==> src/rtl/cpu_io_pkg.sv <==
// Shared CPU-side I/O definitions: delivery FSM encodings and handshake levels.
// Used by the input port now and by the output port later.
package cpu_io_pkg;

  typedef enum logic [1:0] {
    S_IDLE     = 2'd0,
    S_DELIVER  = 2'd1,
    S_WAIT_REL = 2'd2
  } io_state_e;

  localparam logic STATUS_REQ  = 1'b1;
  localparam logic CTRL_STROBE = 1'b1;
  localparam logic CTRL_IDLE   = 1'b0;

endpackage

==> src/rtl/cpu_in_port_if.sv <==
// Bundle between the external producer / CPU and the input port.
// The master drives the producer, flush and CPU request; the slave is the port itself.
interface cpu_in_port_if #(
  parameter int DATA_WIDTH = 16,
  parameter int DEPTH      = 4
);
  logic [DATA_WIDTH-1:0]    ext_data;
  logic                     ext_valid;
  logic                     ext_ready;
  logic                     flush;
  logic                     cpu_status;
  logic [DATA_WIDTH-1:0]    cpu_in;
  logic                     cpu_control;
  logic [$clog2(DEPTH):0]   level;

  modport master (
    output ext_data, ext_valid, flush, cpu_status,
    input  ext_ready, cpu_in, cpu_control, level
  );

  modport slave (
    input  ext_data, ext_valid, flush, cpu_status,
    output ext_ready, cpu_in, cpu_control, level
  );
endinterface

==> src/rtl/sync_fifo.sv <==
// Single-clock FIFO with level count, sync flush and no read bypass.
// Write is ready while not full; read data is the head, valid while not empty.
module sync_fifo #(
  parameter int DATA_WIDTH = 16,
  parameter int DEPTH      = 4
) (
  input  logic                    clk,
  input  logic                    rst_n,
  input  logic                    flush_i,
  input  logic                    wr_vld_i,
  input  logic [DATA_WIDTH-1:0]   wr_dat_i,
  output logic                    wr_rdy_o,
  input  logic                    rd_en_i,
  output logic [DATA_WIDTH-1:0]   rd_dat_o,
  output logic [$clog2(DEPTH):0]  level_o,
  output logic                    full_o,
  output logic                    empty_o
);
  localparam int AW = $clog2(DEPTH);
  localparam int LW = AW + 1;
  localparam logic [LW-1:0] FULL_LVL = LW'(DEPTH);

  logic [DATA_WIDTH-1:0] mem_q [DEPTH];
  logic [AW-1:0]         wr_ptr_q, wr_ptr_d;
  logic [AW-1:0]         rd_ptr_q, rd_ptr_d;
  logic [LW-1:0]         level_q, level_d;
  logic                  push, pop;

  assign full_o   = (level_q == FULL_LVL);
  assign empty_o  = (level_q == '0);
  assign wr_rdy_o = !full_o;
  assign level_o  = level_q;
  assign rd_dat_o = mem_q[rd_ptr_q];

  // Flush wins over any push or pop on the same edge.
  assign push = wr_vld_i && !full_o && !flush_i;
  assign pop  = rd_en_i && !empty_o && !flush_i;

  always_comb begin
    wr_ptr_d = wr_ptr_q;
    rd_ptr_d = rd_ptr_q;
    level_d  = level_q;
    if (flush_i) begin
      wr_ptr_d = '0;
      rd_ptr_d = '0;
      level_d  = '0;
    end else begin
      if (push) wr_ptr_d = wr_ptr_q + 1'b1;
      if (pop)  rd_ptr_d = rd_ptr_q + 1'b1;
      case ({push, pop})
        2'b10:   level_d = level_q + 1'b1;
        2'b01:   level_d = level_q - 1'b1;
        default: level_d = level_q;
      endcase
    end
  end

  always_ff @(posedge clk or negedge rst_n) begin
    if (!rst_n) begin
      wr_ptr_q <= '0;
      rd_ptr_q <= '0;
      level_q  <= '0;
    end else begin
      wr_ptr_q <= wr_ptr_d;
      rd_ptr_q <= rd_ptr_d;
      level_q  <= level_d;
    end
  end

  always_ff @(posedge clk) begin
    if (push) mem_q[wr_ptr_q] <= wr_dat_i;
  end
endmodule

==> src/rtl/cpu_in_port.sv <==
// Buffers producer words and hands the CPU one word per status request with a one-cycle control strobe.
// Delivery registered one edge after the request; producer stalled only while the FIFO is full.
module cpu_in_port
  import cpu_io_pkg::*;
#(
  parameter int DATA_WIDTH = 16,
  parameter int DEPTH      = 4
) (
  input  logic          clk,
  input  logic          rst_n,
  cpu_in_port_if.slave  bus
);
  io_state_e              state_q;
  logic [DATA_WIDTH-1:0]  cpu_in_q;
  logic                   cpu_control_q;
  logic [DATA_WIDTH-1:0]  head_dat;
  logic [$clog2(DEPTH):0] fifo_level;
  logic                   fifo_rdy, fifo_full, fifo_empty;
  logic                   pop_req;

  sync_fifo #(
    .DATA_WIDTH (DATA_WIDTH),
    .DEPTH      (DEPTH)
  ) u_fifo (
    .clk      (clk),
    .rst_n    (rst_n),
    .flush_i  (bus.flush),
    .wr_vld_i (bus.ext_valid),
    .wr_dat_i (bus.ext_data),
    .wr_rdy_o (fifo_rdy),
    .rd_en_i  (pop_req),
    .rd_dat_o (head_dat),
    .level_o  (fifo_level),
    .full_o   (fifo_full),
    .empty_o  (fifo_empty)
  );

  assign pop_req         = (state_q == S_IDLE) && (bus.cpu_status == STATUS_REQ) && !fifo_empty;
  assign bus.ext_ready   = fifo_rdy;
  assign bus.level       = fifo_level;
  assign bus.cpu_in      = cpu_in_q;
  assign bus.cpu_control = cpu_control_q;

  always_ff @(posedge clk or negedge rst_n) begin
    if (!rst_n) begin
      state_q       <= S_IDLE;
      cpu_in_q      <= '0;
      cpu_control_q <= CTRL_IDLE;
    end else if (bus.flush) begin
      // cpu_in deliberately keeps the last delivered word across a flush.
      state_q       <= S_IDLE;
      cpu_control_q <= CTRL_IDLE;
    end else begin
      case (state_q)
        S_IDLE: begin
          cpu_control_q <= CTRL_IDLE;
          if (pop_req) begin
            state_q       <= S_DELIVER;
            cpu_in_q      <= head_dat;
            cpu_control_q <= CTRL_STROBE;
          end
        end
        S_DELIVER: begin
          state_q       <= S_WAIT_REL;
          cpu_control_q <= CTRL_IDLE;
        end
        S_WAIT_REL: begin
          cpu_control_q <= CTRL_IDLE;
          if (bus.cpu_status != STATUS_REQ) state_q <= S_IDLE;
        end
        default: begin
          state_q       <= S_IDLE;
          cpu_control_q <= CTRL_IDLE;
        end
      endcase
    end
  end

  logic unused_full;
  assign unused_full = fifo_full;
endmodule

==> src/flat_wrapper.sv <==
// flat-port wrapper written by rule: the top's interface ports become plain ports
module cpu_in_port_flat import cpu_io_pkg::*;
#(
  parameter int DATA_WIDTH = 16,
  parameter int DEPTH      = 4
)
  (clk, rst_n, bus_ext_data, bus_ext_valid, bus_flush, bus_cpu_status, bus_ext_ready, bus_cpu_in, bus_cpu_control, bus_level);
  cpu_in_port_if #(.DATA_WIDTH(DATA_WIDTH), .DEPTH(DEPTH)) bus_i ();
  input  logic clk;
  input  logic rst_n;
  input wire logic [$bits(bus_i.ext_data)-1:0] bus_ext_data;
  input wire logic [$bits(bus_i.ext_valid)-1:0] bus_ext_valid;
  input wire logic [$bits(bus_i.flush)-1:0] bus_flush;
  input wire logic [$bits(bus_i.cpu_status)-1:0] bus_cpu_status;
  output wire logic [$bits(bus_i.ext_ready)-1:0] bus_ext_ready;
  output wire logic [$bits(bus_i.cpu_in)-1:0] bus_cpu_in;
  output wire logic [$bits(bus_i.cpu_control)-1:0] bus_cpu_control;
  output wire logic [$bits(bus_i.level)-1:0] bus_level;
  assign bus_i.ext_data = bus_ext_data;
  assign bus_i.ext_valid = bus_ext_valid;
  assign bus_i.flush = bus_flush;
  assign bus_i.cpu_status = bus_cpu_status;
  assign bus_ext_ready = bus_i.ext_ready;
  assign bus_cpu_in = bus_i.cpu_in;
  assign bus_cpu_control = bus_i.cpu_control;
  assign bus_level = bus_i.level;
  cpu_in_port #(.DATA_WIDTH(DATA_WIDTH), .DEPTH(DEPTH)) u_core (.clk(clk), .rst_n(rst_n), .bus(bus_i));
endmodule
==> config.mk <==
export PLATFORM = sky130hd
export DESIGN_NAME = cpu_in_port_flat
export DESIGN_NICKNAME = d
export VERILOG_FILES = /design/src/rtl/cpu_io_pkg.sv /design/src/rtl/cpu_in_port_if.sv /design/src/rtl/sync_fifo.sv /design/src/rtl/cpu_in_port.sv /design/src/flat_wrapper.sv
export SDC_FILE = /design/constraint.sdc
export NUM_CORES = 1
export LEC_CHECK = 0
export BUFFER_PORTS_ARGS = -buffer_cell sky130_fd_sc_hd__buf_2
export CORE_ASPECT_RATIO = 1.75
export CORE_UTILIZATION = 52
export CTS_CLUSTER_SIZE = 30
export DETAILED_ROUTE_END_ITERATION = 8
export PLACE_DENSITY_LB_ADDON = 0.08
export RECOVER_POWER = 50
export REMOVE_ABC_BUFFERS = 1
export SETUP_SLACK_MARGIN = 0.02
export SLEW_MARGIN = 20
export SYNTH_ARGS = -nofsm -noshare
export SYNTH_HDL_FRONTEND = slang
export SYNTH_SLANG_ARGS = --single-unit
==> constraint.sdc <==
create_clock -name clk -period 2.4 [get_ports clk]
set_clock_uncertainty 0.05 [all_clocks]
set_input_delay 0.12 -clock clk [delete_from_list [all_inputs] [get_ports clk]]
set_output_delay 0.12 -clock clk [all_outputs]
set_load 0.1 [all_outputs]
======== After elaboration in Yosys (flattened, before gate mapping) ========
Memories as Yosys holds them, arrays and structs flattened. A register that Yosys moved wholly into a read port is not among the register bits.
Cells that the tools add are included.
word-level totals
  register bits after elaboration ......... 10
  bits in writable memories ............... 64
  output and inout port bits .............. 21
  input bits .............................. 21
  memories ................................ 1
  word-level logic and storage cells ...... 50
memory list
  memory               words  bits a word  read ports  clocked after Yosys merged registers in  wr ports  line             RTL
  u_core.u_fifo.mem_q  4      16           1           1                                        1         sync_fifo.sv:23  logic [DATA_WIDTH-1:0] mem_q [DEPTH];
operators by class
  mux-type cells .......................... 15
  equality and inequality tests ........... 7
  bitwise gates (word level) .............. 1
  reduce and logical (&&, ||, !) cells .... 17
  add/subtract/negate cells ............... 4
operators by type and width
  kind                                               number
  two-way mux 2 bit                                  7
  logical AND 1 bit                                  6
  inequality test 3 bit (second input constant)      2
  one-hot mux 2 bit (3 select lines)                 1
  one-hot mux 3 bit (2 select lines)                 1
  two-way mux 1 bit                                  5
  adder 2 x 1 -> 2 bit (second input constant)       2
  == test 2 x 1 -> 1 bit (second input constant)     2
  == test 2 bit (second input constant)              2
  zero test 1 bit                                    4
  nonzero test 2 bit                                 2
  adder 3 x 1 -> 3 bit (second input constant)       1
  == test 3 bit (second input constant)              1
  zero test 3 bit                                    1
  two-way mux 3 bit                                  1
  AND reduction 3 bit                                1
  nonzero test 3 bit                                 1
  subtractor 3 x 1 -> 3 bit (second input constant)  1
  zero test 2 bit                                    1
  AND reduction 2 bit                                1
  inverter 1 bit                                     1

======== Depth between registers and ports, before layout ========
Gate-level depths: netlist of run 1.
  depth in word-level cells ............... 8
  depth in mapped cells ................... 10
  gate-level depth less buffers ........... 8

======== Cells and area by module ========
From an unflattened synthesis of run 1, not the netlist that was laid out.
unflattened totals
  cell total of the unflattened synthesis .. 193
  area total of the unflattened synthesis .. 3673.5 µm²
by module, submodules not included
  module       cells each  area each (µm²)  times used  sequential area each (µm²)
  sync_fifo    150         2895.3           1           2097.0
  cpu_in_port  43          778.2            1           475.5

======== Least setup slack after synthesis of run 1 ========
No wires, ideal clock.
  path type ............................... reg2reg
  start ................................... reg u_core.u_fifo.level_q[0], in the netlist u_core.u_fifo.level_o[0]
  end ..................................... reg u_core.u_fifo.level_q[2], in the netlist u_core.u_fifo.level_o[2]
  setup time .............................. 125 ps
  period minus slack after synthesis ...... 3042 ps
  arrival ................................. 2867 ps
  data required time ...................... 2225 ps
  setup slack ............................. -642 ps
  buffers on the path ..................... 0
  stages on the path, launching flop included .. 8
  path through ............................ dfrtp_1 or3b_4 nand2_2 and2_1 fa_1 nor4_1 a22oi_1 mux2_2
between the ends
  elaborated cells on any way between the ends .. 16
  classes of those cells .................. add/sub: 2; eq/ne: 3; mux: 2; reduce/logical: 9
RTL lines
  element                                                         line                RTL
  start: declaration                                              sync_fifo.sv:26     logic [LW-1:0] level_q, level_d;
  start signal: assignment                                        sync_fifo.sv:66     level_q <= level_d;
  == test 3 bit (*)                                               sync_fifo.sv:29     assign full_o = (level_q == FULL_LVL);
  zero test 1 bit (*)                                             --
  named net bus_ext_ready                                         flat_wrapper.sv:15  output wire logic [$bits(bus_i.ext_ready)-1:0] bus_ext_ready;
  logical AND 1 bit (*) (2 in a row)                              sync_fifo.sv:36     assign push = wr_vld_i && !full_o && !flush_i;
  == test 2 x 1 -> 1 bit / == test 2 bit (equally long branches)  sync_fifo.sv:50     case ({push, pop})
  one-hot mux 3 bit (2 select lines)                              sync_fifo.sv:50
  two-way mux 3 bit                                               sync_fifo.sv:43     if (flush_i) begin
Mark *: on every way through the listed nets, which the timed path passes. The rest lies on a longest branch.
A chain may end at the register's enable or synchronous reset.

======== Worst setup path in the final report of run 1 ========
  start ................................... reg u_core.u_fifo.level_q[2], in the netlist u_core.u_fifo.level_o[2]
  end ..................................... reg u_core.u_fifo.level_q[2], in the netlist u_core.u_fifo.level_o[2]
between the ends
  longest elaborated chain between the ends .. 8
  elaborated cells on any way between the ends .. 16
  classes of those cells .................. add/sub: 2; eq/ne: 3; mux: 2; reduce/logical: 9
RTL lines
  element                                                         line                                RTL
  zero test 3 bit                                                 sync_fifo.sv:30                     assign empty_o = (level_q == '0);
  zero test 1 bit                                                 sync_fifo.sv:37, cpu_in_port.sv:38
  logical AND 1 bit                                               cpu_in_port.sv:38                   assign pop_req = (state_q == S_IDLE) && (bus.cpu_status == STATUS_REQ) && !fifo_empty;
  logical AND 1 bit (2 in a row)                                  sync_fifo.sv:37                     assign pop = rd_en_i && !empty_o && !flush_i;
  == test 2 x 1 -> 1 bit / == test 2 bit (equally long branches)  sync_fifo.sv:50
  one-hot mux 3 bit (2 select lines)                              sync_fifo.sv:50
  two-way mux 3 bit                                               sync_fifo.sv:43
Parallel ways exist; a longest one is shown, timed or not.

==> flow_metrics.py, run 1 <==
metrics = {
    "synthesis": {
        "yosys_warnings": 0,
        "syn_inst": 175,
        "synth_edf_count": 64,
        "yosysUniqueCellTypes": 35,
        "synthArstFlopShare_pct": 28.89,
        "ys_ff_latch": 90,
        "synth_ff_type": "edfxtp_1",
        "synth_area_per_cell_um2": 20.33,
        "synth-seq-area-share_pct": 72.29,
        "syn_area_mm2": 0.003558,
    },
    "power_and_ir_drop": {
        "ir_worst_vdd_mv": 0.9477,
        "pwr-share-comb_pct": 40.6,
        "switching_share_pct": 41.26,
        "power_mw": 5.749,
        "clkPwrFrac_pct": 23.4,
        "p_seq_share_pct": 36.0,
        "p_per_area_mw_per_mm2": 1328,
        "internal-power_mw": 3.377,
        "p_switching_mw": 2.372,
        "p_leak_nw": 1.591,
    },
    "final_layout": {
        "multiInputGateArea_um2": 948.4,
        "n_antenna_cell": 0,
        "fill_cells": 483,
        "seqCellArea_mm2": 0.002572,
        "fin_cells": 331,
        "num-nets-final": 270,
        "drive_gt1_share_pct": 31.73,
        "syn2layout_area_growth_pct": 21.69,
    },
    "floorplanning": {
        "die_h_um": 111.4,
        "fp.coreArea_mm2": 0.006588,
        "fp.dieArea_mm2": 0.007191,
        "die_x_um": 64.53,
        "num_rows": 39,
        "initial_core_util_pct": 54.02,
        "pin_count": 42,
    },
    "sta": {
        "post-route-min-period_ns": 2.309,
        "worstMarginPinSlew_ns": 1.554,
        "maxSlewHeadroom_pct": -3.624,
        "setup_violations": 0,
        "hold_viol": 0,
        "rsz0062_at_grt": "no",
        "tns_ns": 0,
        "fmax_mhz": 433.1,
        "slew_violations": 27,
        "layout_worst_path_cycle_share_pct": 96.21,
    },
    "place": {
        "numPortBuffers": 41,
        "dpl.cell_count": 298,
        "dp_hpwl_um": 3913,
        "gp_congestion": 0.7220,
    },
    "clock_network": {
        "cts.sinks": 90,
        "clk_latency_ns": 0.34,
        "numCtsBuffers": 9,
        "clk_pin_slew_ns": 0.06,
        "h-tree-depth": 3,
        "cts_tree": "built",
        "cts_root_buf": "clkbuf_16",
        "cts_max_path_buffers": 2,
    },
    "setup_path": {
        "critPathCaptureType": "register",
        "required_ns": 2.57,
        "cp_max_fo": 6,
        "rr_worst_depth": 8,
        "cp-start-kind": "register",
        "crit_type": "reg2reg",
        "crit_arrival_ns": 2.48,
    },
    "job": {
        "maxCapViolCount": 1,
    },
    "drt": {
        "drt_first_pass_iters": 4,
        "dr.first_iter.drc_count": 152,
        "wire_per_inst_um": 18.56,
        "totalWireLength_um": 6145,
        "vias": 1800,
        "drc": 0,
        "via_per_inst": 5.438,
        "postRouteAntennaNets": 0,
    },
    "run_status": {
        "status": "finished with violations",
        "violations": "max-capacitance violations, max-slew violations",
    },
    "hold_path": {
        "holdPathStages": 3,
        "hold_path_class": "in2reg",
    },
    "global_routing": {
        "grt_pass1_wl_um": 10020,
        "first_global_vias": 1983,
        "overflow": 0,
        "grt_max_degree": 27,
        "track_usage_pct": 19.98,
        "antenna_found_initial": 0,
    },
}
## state kept, by name (all words and copies together), names as in the netlist
| name | flops |
|---|---|
| u_core.u_fifo.mem_q | 64 |
| u_core.bus.cpu_in | 16 |
| u_core.u_fifo.level_o | 3 |
| u_core.state_q | 2 |
| u_core.u_fifo.rd_ptr_q | 2 |
| u_core.u_fifo.wr_ptr_q | 2 |
| u_core.bus.cpu_control | 1 |
## stage by stage
step	hold slack (ns)	util, %	setup WS [ns]	area, um2
6_report	0.009949	65.74	0.09092	4330
5_1_grt	0.02386	65.74	0.03360	4330
4_1_cts	0.0006400	65.98	0.04878	4347
3_5_place_dp	0.1323	58.73	-0.05033	3869
3_3_place_gp	0.1106	58.73	0.09079	3869
2_1_floorplan	-0.2256	-	-0.6912	3496
## power groups by stage
stage	registers [mW]	logic (mW)	clock network, mW
2_1_floorplan	3.28	0.664	0
3_3_place_gp	2.07	2.29	0
3_5_place_dp	2.09	2.32	0
4_1_cts	2.07	2.37	1.37
5_1_grt	2.10	2.44	1.43
6_report	2.07	2.34	1.35
## cell type report
class,count,share of cell area [%]
timing repair buffer,65,9.419
multi-input combinational,76,21.90
clock buffer,13,6.241
inverter,2,0.1734
sequential,90,59.40
tap,82,2.369
clock inverter,3,0.4912
## routing by layer
| layer | track usage [%] | vias to the layer above | part of all wire, % |
|---|---|---|---|
| met5 | 0 | - | 0 |
| met1 | 23.10 | 940 | 41 |
| li1 | - | 808 | - |
| met2 | 33.61 | 39 | 54 |
| met4 | 8.889 | 0 | 1.9 |
| met3 | 6.148 | 13 | 2.7 |
## placed cells by master (no fill, tap or decap), drive strengths merged, types with 2 or more instances in the layout
cell         count
a21oi            2
dlygate4sd3     17
clkbuf          39
buf             22
ha               4
inv              3
xor2             2
xnor2            2
nand2            2
dfrtp           26
nand2b           4
nor2             8
mux4            16
nor2b            2
edfxtp          64
mux2            18
and2             5
## kinds of logic after synthesis
logic type	count (synthesis)	share of synthesized area, %
AO/OA/AOI/OAI	3	0.4924
XOR/XNOR	4	1.196
adder cells (fa/ha/maj)	5	1.969
buffers and inverters	9	1.969
flip-flops	90	72.29
multiplexers	35	16.95
AND/OR/NAND/NOR	29	5.134
## what timing repair did
item	in CTS	in global routing
pin swaps	1	0
setup buffers	0	0
endpoints found under the setup margin	1	9
hold buffers	17	0
hold endpoints to repair	90	0
gates resized for setup	3	3
## final timing paths
path,start,endpoint,slack [ns]
setup / recovery,u_core.u_fifo.level_o[2]$_DFFE_PN0P_,u_core.u_fifo.level_o[2]$_DFFE_PN0P_,0.09
hold reg to reg,u_core.bus.cpu_in[4]$_DFFE_PN0P_,u_core.bus.cpu_in[4]$_DFFE_PN0P_,0.46
setup reg to reg,u_core.u_fifo.level_o[2]$_DFFE_PN0P_,u_core.u_fifo.level_o[2]$_DFFE_PN0P_,0.09
min in group asynchronous,rst_n,u_core.bus.cpu_in[14]$_DFFE_PN0P_,0.65
max in group asynchronous,rst_n,u_core.bus.cpu_in[5]$_DFFE_PN0P_,0.74
hold / removal,bus_cpu_status,u_core.state_q[1]$_DFFE_PN0P_,0.01
## synth_stat cells (2+ instances only)
| cell type | instances | share of area (%) |
|---|---|---|
| a21oi_1 | 2 | 0.28 |
| and2_1 | 5 | 0.88 |
| buf_6 | 2 | 0.63 |
| dfrtp_1 | 26 | 18 |
| edfxtp_1 | 64 | 54 |
| ha_1 | 4 | 1.4 |
| inv_1 | 2 | 0.21 |
| mux2_2 | 10 | 3.2 |
| mux2_4 | 8 | 3.4 |
| mux4_2 | 16 | 10 |
| nand2b_1 | 4 | 0.70 |
| nor2_1 | 7 | 0.74 |
| nor2b_1 | 2 | 0.35 |
| xor2_1 | 2 | 0.49 |
## critical path, stage by stage, from the launching register on
cell	delay (ns)
dfrtp_1	0.41
buf_4	0.16
or3b_4	0.26
nand2_4	0.09
and2_1	0.18
fa_1	0.41
and3_1	0.18
a22oi_2	0.12
mux2_2	0.34
Note: power is estimated with default switching activity, not from simulation.
==> inputs of run 2 (changes only) <==
--- a/config.mk
+++ b/config.mk
@@ -6,8 +6,8 @@
 export NUM_CORES = 1
 export LEC_CHECK = 0
 export BUFFER_PORTS_ARGS = -buffer_cell sky130_fd_sc_hd__buf_2
-export CORE_ASPECT_RATIO = 1.75
-export CORE_UTILIZATION = 52
+export CORE_ASPECT_RATIO = 0.75
+export CORE_UTILIZATION = 57
 export CTS_CLUSTER_SIZE = 30
 export DETAILED_ROUTE_END_ITERATION = 8
 export PLACE_DENSITY_LB_ADDON = 0.08
==> constraint.sdc (replaced) <==
create_clock -name clk -period 2.2 [get_ports clk]
set_clock_uncertainty 0.05 [all_clocks]
set_input_delay 0.11 -clock clk [delete_from_list [all_inputs] [get_ports clk]]
set_output_delay 0.11 -clock clk [all_outputs]
set_load 0.1 [all_outputs]
==> run 2 against run 1 <==
  * The flow finishes with violations (max-capacitance violations, max-slew violations, negative setup slack)
  * Clock power decreased by 18%
  * Design area rose by 0.69%
  * Sequential power is 8% higher
  * Critical path depth did not move
  * Fmax up 3.2%
  * Die area decreased by 8.7%
  * First-iteration DRC count shrank 12%
  * Flip-flop and latch count did not move
  * Global-route usage rose by 2.4 points
  * Combinational power increased by 13%
  * Sequential share of layout area down 0.41 points
  * Highest routed layer unchanged
==> flow_metrics.py, run 2 (synthesis results as in run 1) <==
metrics = {
    "drt": {
        "wire_per_inst_um": 18.23,
        "drt_first_pass_iters": 4,
        "drc": 0,
        "dr.first_iter.drc_count": 134,
        "totalWireLength_um": 6236,
        "vias": 1826,
        "via_per_inst": 5.339,
        "postRouteAntennaNets": 0,
    },
    "floorplanning": {
        "fp.coreArea_mm2": 0.005916,
        "die_x_um": 93.24,
        "pin_count": 42,
        "fp.dieArea_mm2": 0.006566,
        "die_h_um": 70.43,
        "initial_core_util_pct": 60.15,
        "num_rows": 24,
    },
    "sta": {
        "fmax_mhz": 447.1,
        "post-route-min-period_ns": 2.237,
        "slew_violations": 27,
        "maxSlewHeadroom_pct": -2.824,
        "rsz0062_at_grt": "yes",
        "setup_ws_ns": -0.03673,
        "setup_violations": 1,
        "tns_ns": -0.03673,
        "layout_worst_path_cycle_share_pct": 101.7,
        "hold_viol": 0,
        "worstMarginPinSlew_ns": 1.542,
    },
    "setup_path": {
        "crit_arrival_ns": 2.42,
        "timing.rr.end": "u_core.u_fifo.level_o[2]$_DFFE_PN0P_",
        "crit_type": "reg2reg",
        "worstReg2RegStart": "u_core.u_fifo.level_o[2]$_DFFE_PN0P_",
        "cp_max_fo": 2,
        "required_ns": 2.38,
        "cp-start-kind": "register",
        "slowest_stage": "dfrtp_1",
        "cp_cell_sequence": "nor3_2 -> or3_4 -> nor2_8 -> and2_4 -> fa_2 -> and3_1 -> a22oi_2 -> mux2_4",
        "max_stage_delay_ns": 0.42,
        "rr_worst_depth": 8,
        "critPathCaptureType": "register",
        "rrSetupSlack_ns": -0.04,
    },
    "place": {
        "place_area_mm2": 0.003934,
        "gp_congestion": 0.9044,
        "numPortBuffers": 41,
        "dp_hpwl_um": 3823,
        "dp_slack_ns": -0.1424,
    },
    "clock_network": {
        "cts_root_buf": "clkbuf_8",
        "clk_pin_slew_ns": 0.08,
        "h-tree-depth": 3,
        "cts.sinks": 90,
        "cts_max_path_buffers": 2,
        "clk_latency_ns": 0.34,
        "cts_tree": "built",
        "numCtsBuffers": 9,
    },
    "final_layout": {
        "final_cell_area_mm2": 0.004360,
        "n_antenna_cell": 0,
        "num-nets-final": 285,
        "largest_register_ffs": 64,
        "utilization_pct": 73.71,
        "layout_commonest_cell": "edfxtp_1",
        "max_flop_register": "u_core.u_fifo.mem_q",
        "syn2layout_area_growth_pct": 22.54,
        "drive_gt1_share_pct": 35.98,
        "final_cell_mix": "edfxtp_1, clkbuf_1, dfrtp_1, dlygate4sd3_1, buf_4",
    },
    "global_routing": {
        "first_global_vias": 1979,
        "grt_pass1_wl_um": 10210,
        "overflow": 0,
        "track_usage_pct": 22.35,
        "antenna_found_initial": 0,
        "grt_max_degree": 27,
    },
    "job": {
        "maxCapViolCount": 1,
    },
    "power_and_ir_drop": {
        "ir_worst_vdd_mv": 0.7890,
        "p_per_area_mw_per_mm2": 1373,
        "p_leak_nw": 1.620,
        "power_mw": 5.988,
    },
    "hold_path": {
        "min_to": "u_core.u_fifo.wr_ptr_q[1]$_DFFE_PN0P_",
        "hold_path_class": "in2reg",
        "holdCritStartpoint": "bus_flush",
        "holdPathStages": 3,
    },
    "run_status": {
        "status": "finished with violations",
        "violations": "max-capacitance violations, max-slew violations, negative setup slack",
    },
}
-- run 2: cell count changes in the layout (fill, tap and decap cells not counted), sizes merged --
cell / delta
clkbuf: -2
buf: +13
bufinv: +1
clkinvlp: +1
dlygate4sd3: +2
-- run 2: critical path, delay by kind of cell (launching register included) --
family          cells  cell delay (ns)
flops               1             0.42
simple gates        5             0.81
fa+ha+maj           1             0.37
mux                 1             0.31
compound gates      1             0.15
-- run 2: through the flow --
step,cells,hold WS [ns]
after global routing,342,0.1640
after global placement,305,0.1099
final,342,0.1712
after floorplan,168,-0.2356
after detailed placement,305,0.1337
after CTS,342,0.1431
-- run 2: how the worst max path moves through the flow --
stage                                                     from                                    to  slack, ns
final                     u_core.u_fifo.level_o[2]$_DFFE_PN0P_  u_core.u_fifo.level_o[2]$_DFFE_PN0P_      -0.04
after global routing      u_core.u_fifo.level_o[2]$_DFFE_PN0P_  u_core.u_fifo.level_o[2]$_DFFE_PN0P_      -0.07
after CTS                 u_core.u_fifo.level_o[1]$_DFFE_PN0P_  u_core.u_fifo.level_o[2]$_DFFE_PN0P_       0.02
after detailed placement  u_core.u_fifo.level_o[2]$_DFFE_PN0P_  u_core.u_fifo.level_o[2]$_DFFE_PN0P_      -0.14
after global placement    u_core.u_fifo.level_o[2]$_DFFE_PN0P_  u_core.u_fifo.level_o[2]$_DFFE_PN0P_     -0.006
after floorplan           u_core.u_fifo.level_o[0]$_DFFE_PN0P_  u_core.u_fifo.level_o[2]$_DFFE_PN0P_      -0.89
-- run 2: timing repair --
item / CTS / global route
setup endpoints to repair: 1 / 1
endpoints found under the hold margin: 92 / 0
setup buffers: 2 / 0
pin swaps: 5 / 5
hold buffers: 19 / 0
resized for setup: 9 / 1
-- run 2: final cells by class --
class / instances / area, um2
Clock buffer: 11 / 141.4
Clock inverter: 5 / 62.56
Fill cell: 362 / 1555
Inverter: 2 / 7.507
Multi-Input combinational cell: 76 / 962.2
Sequential cell: 90 / 2572
Tap cell: 78 / 97.59
Timing Repair Buffer: 80 / 516.7
-- run 2: where the power goes --
part / total [mW] / switching (mW) / internal, mW
sequential: 2.23 / 0.137 / 2.09
clock: 1.11 / 0.547 / 0.562
combinational: 2.65 / 1.88 / 0.769
-- run 2: per-layer routing --
layer  wire (um)  vias to the layer above  part of all wire (%)  GRT usage (%)
met5           0                        -                     0              0
li1            -                      843                     -              -
met2        3294                       51                    53          37.01
met1        2668                      930                    43          28.63
met4          34                        0                  0.55          6.496
met3         239                        2                   3.8          7.081
==> inputs of run 3 (changes only) <==
--- a/config.mk
+++ b/config.mk
@@ -11,7 +11,6 @@
 export CTS_CLUSTER_SIZE = 30
 export DETAILED_ROUTE_END_ITERATION = 8
 export PLACE_DENSITY_LB_ADDON = 0.08
-export RECOVER_POWER = 50
 export REMOVE_ABC_BUFFERS = 1
 export SETUP_SLACK_MARGIN = 0.02
 export SLEW_MARGIN = 20
==> run 3 against run 2 <==
  * The flow finishes with violations (negative setup slack)
  * Register-to-register slack barely moved
  * Clock power barely moved
  * Clock-buffer cell count did not move
  * Design area rose by 0.75%
  * Worst setup slack got worse by 0.0024 ns
  * Worst hold slack got worse by 0.00071 ns
  * Utilization rose by 0.55 points
  * Critical endpoint unchanged
  * Largest cell class unchanged
==> flow_metrics.py, run 3 (synthesis results as in run 1) <==
metrics = {
    "run_status": {
        "status": "finished with violations",
        "violations": "negative setup slack",
    },
    "final_layout": {
        "n_antenna_cell": 0,
        "largest_register_ffs": 64,
        "num-nets-final": 285,
        "final_cell_area_mm2": 0.004393,
        "max_flop_register": "u_core.u_fifo.mem_q",
        "final_cell_mix": "edfxtp_1, buf_2, dfrtp_1, dlygate4sd3_1, buf_4",
        "syn2layout_area_growth_pct": 23.45,
        "layout_commonest_cell": "edfxtp_1",
        "drive_gt1_share_pct": 45.83,
    },
    "job": {
        "maxCapViolCount": 0,
    },
    "drt": {
        "dr.first_iter.drc_count": 147,
        "drc": 0,
        "via_per_inst": 5.307,
        "vias": 1815,
        "postRouteAntennaNets": 0,
        "drt_first_pass_iters": 4,
        "wire_per_inst_um": 18.35,
        "totalWireLength_um": 6276,
    },
    "sta": {
        "rsz0062_at_grt": "yes",
        "hold_viol": 0,
        "worstMarginPinSlew_ns": 0.6432,
        "layout_worst_path_cycle_share_pct": 101.8,
        "setup_violations": 1,
        "slew_violations": 0,
        "post-route-min-period_ns": 2.239,
        "setup_ws_ns": -0.03918,
        "fmax_mhz": 446.6,
        "whs_ns": 0.1705,
        "maxSlewHeadroom_pct": 57.12,
    },
    "clock_network": {
        "cts.sinks": 90,
        "cts_max_path_buffers": 2,
        "cts_tree": "built",
        "clk_pin_slew_ns": 0.08,
        "clk_latency_ns": 0.34,
        "numCtsBuffers": 9,
        "h-tree-depth": 3,
        "cts_root_buf": "clkbuf_8",
    },
    "setup_path": {
        "crit_arrival_ns": 2.42,
        "crit_type": "reg2reg",
        "slowest_stage": "dfrtp_1",
        "required_ns": 2.38,
        "cp-start-kind": "register",
        "max_stage_delay_ns": 0.42,
        "cp_max_fo": 2,
        "critPathCaptureType": "register",
        "cp_cell_sequence": "nor3_2 -> or3_4 -> nor2_8 -> and2_4 -> fa_2 -> and3_1 -> a22oi_2 -> mux2_4",
    },
    "global_routing": {
        "track_usage_pct": 22.35,
        "grt_pass1_wl_um": 10210,
        "grt_max_degree": 27,
        "first_global_vias": 1979,
        "antenna_found_initial": 0,
        "overflow": 0,
    },
    "floorplanning": {
        "fp.dieArea_mm2": 0.006566,
        "die_h_um": 70.43,
        "pin_count": 42,
        "initial_core_util_pct": 60.15,
        "num_rows": 24,
        "fp.coreArea_mm2": 0.005916,
        "die_x_um": 93.24,
    },
    "place": {
        "numPortBuffers": 41,
        "gp_congestion": 0.9044,
        "dp_slack_ns": -0.1424,
        "place_area_mm2": 0.003934,
        "dp_hpwl_um": 3823,
    },
    "power_and_ir_drop": {
        "p_leak_nw": 1.694,
        "power_mw": 6.013,
        "p_per_area_mw_per_mm2": 1369,
        "ir_worst_vdd_mv": 0.7888,
    },
    "hold_path": {
        "hold_path_class": "in2reg",
    },
}
-- run 3: cell types whose count changed in the layout (fill, tap and decap cells not counted), sizes merged --
cell    before  now
buf         35   61
clkbuf      37   11
-- run 3: what timing repair did --
action | CTS | global route
buffers inserted | 2 | 0
pin swaps | 5 | 5
hold endpoints to repair | 92 | 0
hold buffers | 19 | 0
gates resized for setup | 9 | 1
setup endpoints to repair | 1 | 1
-- run 3: final timing paths --
path                                                       from                                    end  slack, ns  cells after the start
setup / recovery           u_core.u_fifo.level_o[2]$_DFFE_PN0P_   u_core.u_fifo.level_o[2]$_DFFE_PN0P_      -0.04                      8
hold / removal                                        bus_flush  u_core.u_fifo.wr_ptr_q[1]$_DFFE_PN0P_       0.17                      3
setup reg to reg           u_core.u_fifo.level_o[2]$_DFFE_PN0P_   u_core.u_fifo.level_o[2]$_DFFE_PN0P_      -0.04                      8
hold reg to reg               u_core.bus.cpu_in[10]$_DFFE_PN0P_      u_core.bus.cpu_in[10]$_DFFE_PN0P_       0.46                      1
max in group asynchronous                                 rst_n       u_core.bus.cpu_in[0]$_DFFE_PN0P_       1.41                      2
min in group asynchronous                                 rst_n      u_core.bus.cpu_in[12]$_DFFE_PN0P_       0.27                      2
-- run 3: cell type report --
type,count,area (um2)
tap,78,97.59
clock inverter,5,62.56
clock buffer,11,141.4
timing repair buffer,80,549.3
sequential,90,2572
multi-input combinational,76,962.2
fill,354,1523
inverter,2,7.507
-- run 3: worst max-delay path: cells and delay by family, from the launching register on --
| kind | cells | cell delay, ns |
|---|---|---|
| and+or+nand+nor | 5 | 0.81 |
| DFF | 1 | 0.42 |
| AOI/OAI and AO/OA | 1 | 0.15 |
| muxes | 1 | 0.31 |
| adders and majority gates | 1 | 0.37 |
-- run 3: layer usage --
| metal | up-vias | wire length (um) | GRT usage (%) |
|---|---|---|---|
| met1 | 933 | 2780 | 28.63 |
| met4 | 0 | 34 | 6.496 |
| met5 | - | 0 | 0 |
| li1 | 840 | - | - |
| met3 | 2 | 200 | 7.081 |
| met2 | 40 | 3261 | 37.01 |
-- run 3: stage by stage --
step / setup TNS (ns) / std cells / utilization [%]
6_report: -0.03918 / 342 / 74.26
5_1_grt: -0.07025 / 342 / 74.26
4_1_cts: 0 / 342 / 74.11
3_5_place_dp: -0.1424 / 305 / 66.50
3_3_place_gp: -0.006416 / 305 / 66.50
2_1_floorplan: -39.59 / 168 / -
-- run 3: power by group --
group	leakage (nW)	switching (mW)	total, mW	internal, mW
Combinational	0.692	1.88	2.68	0.797
Sequential	0.906	0.134	2.23	2.09
Clock	0.0962	0.546	1.11	0.562
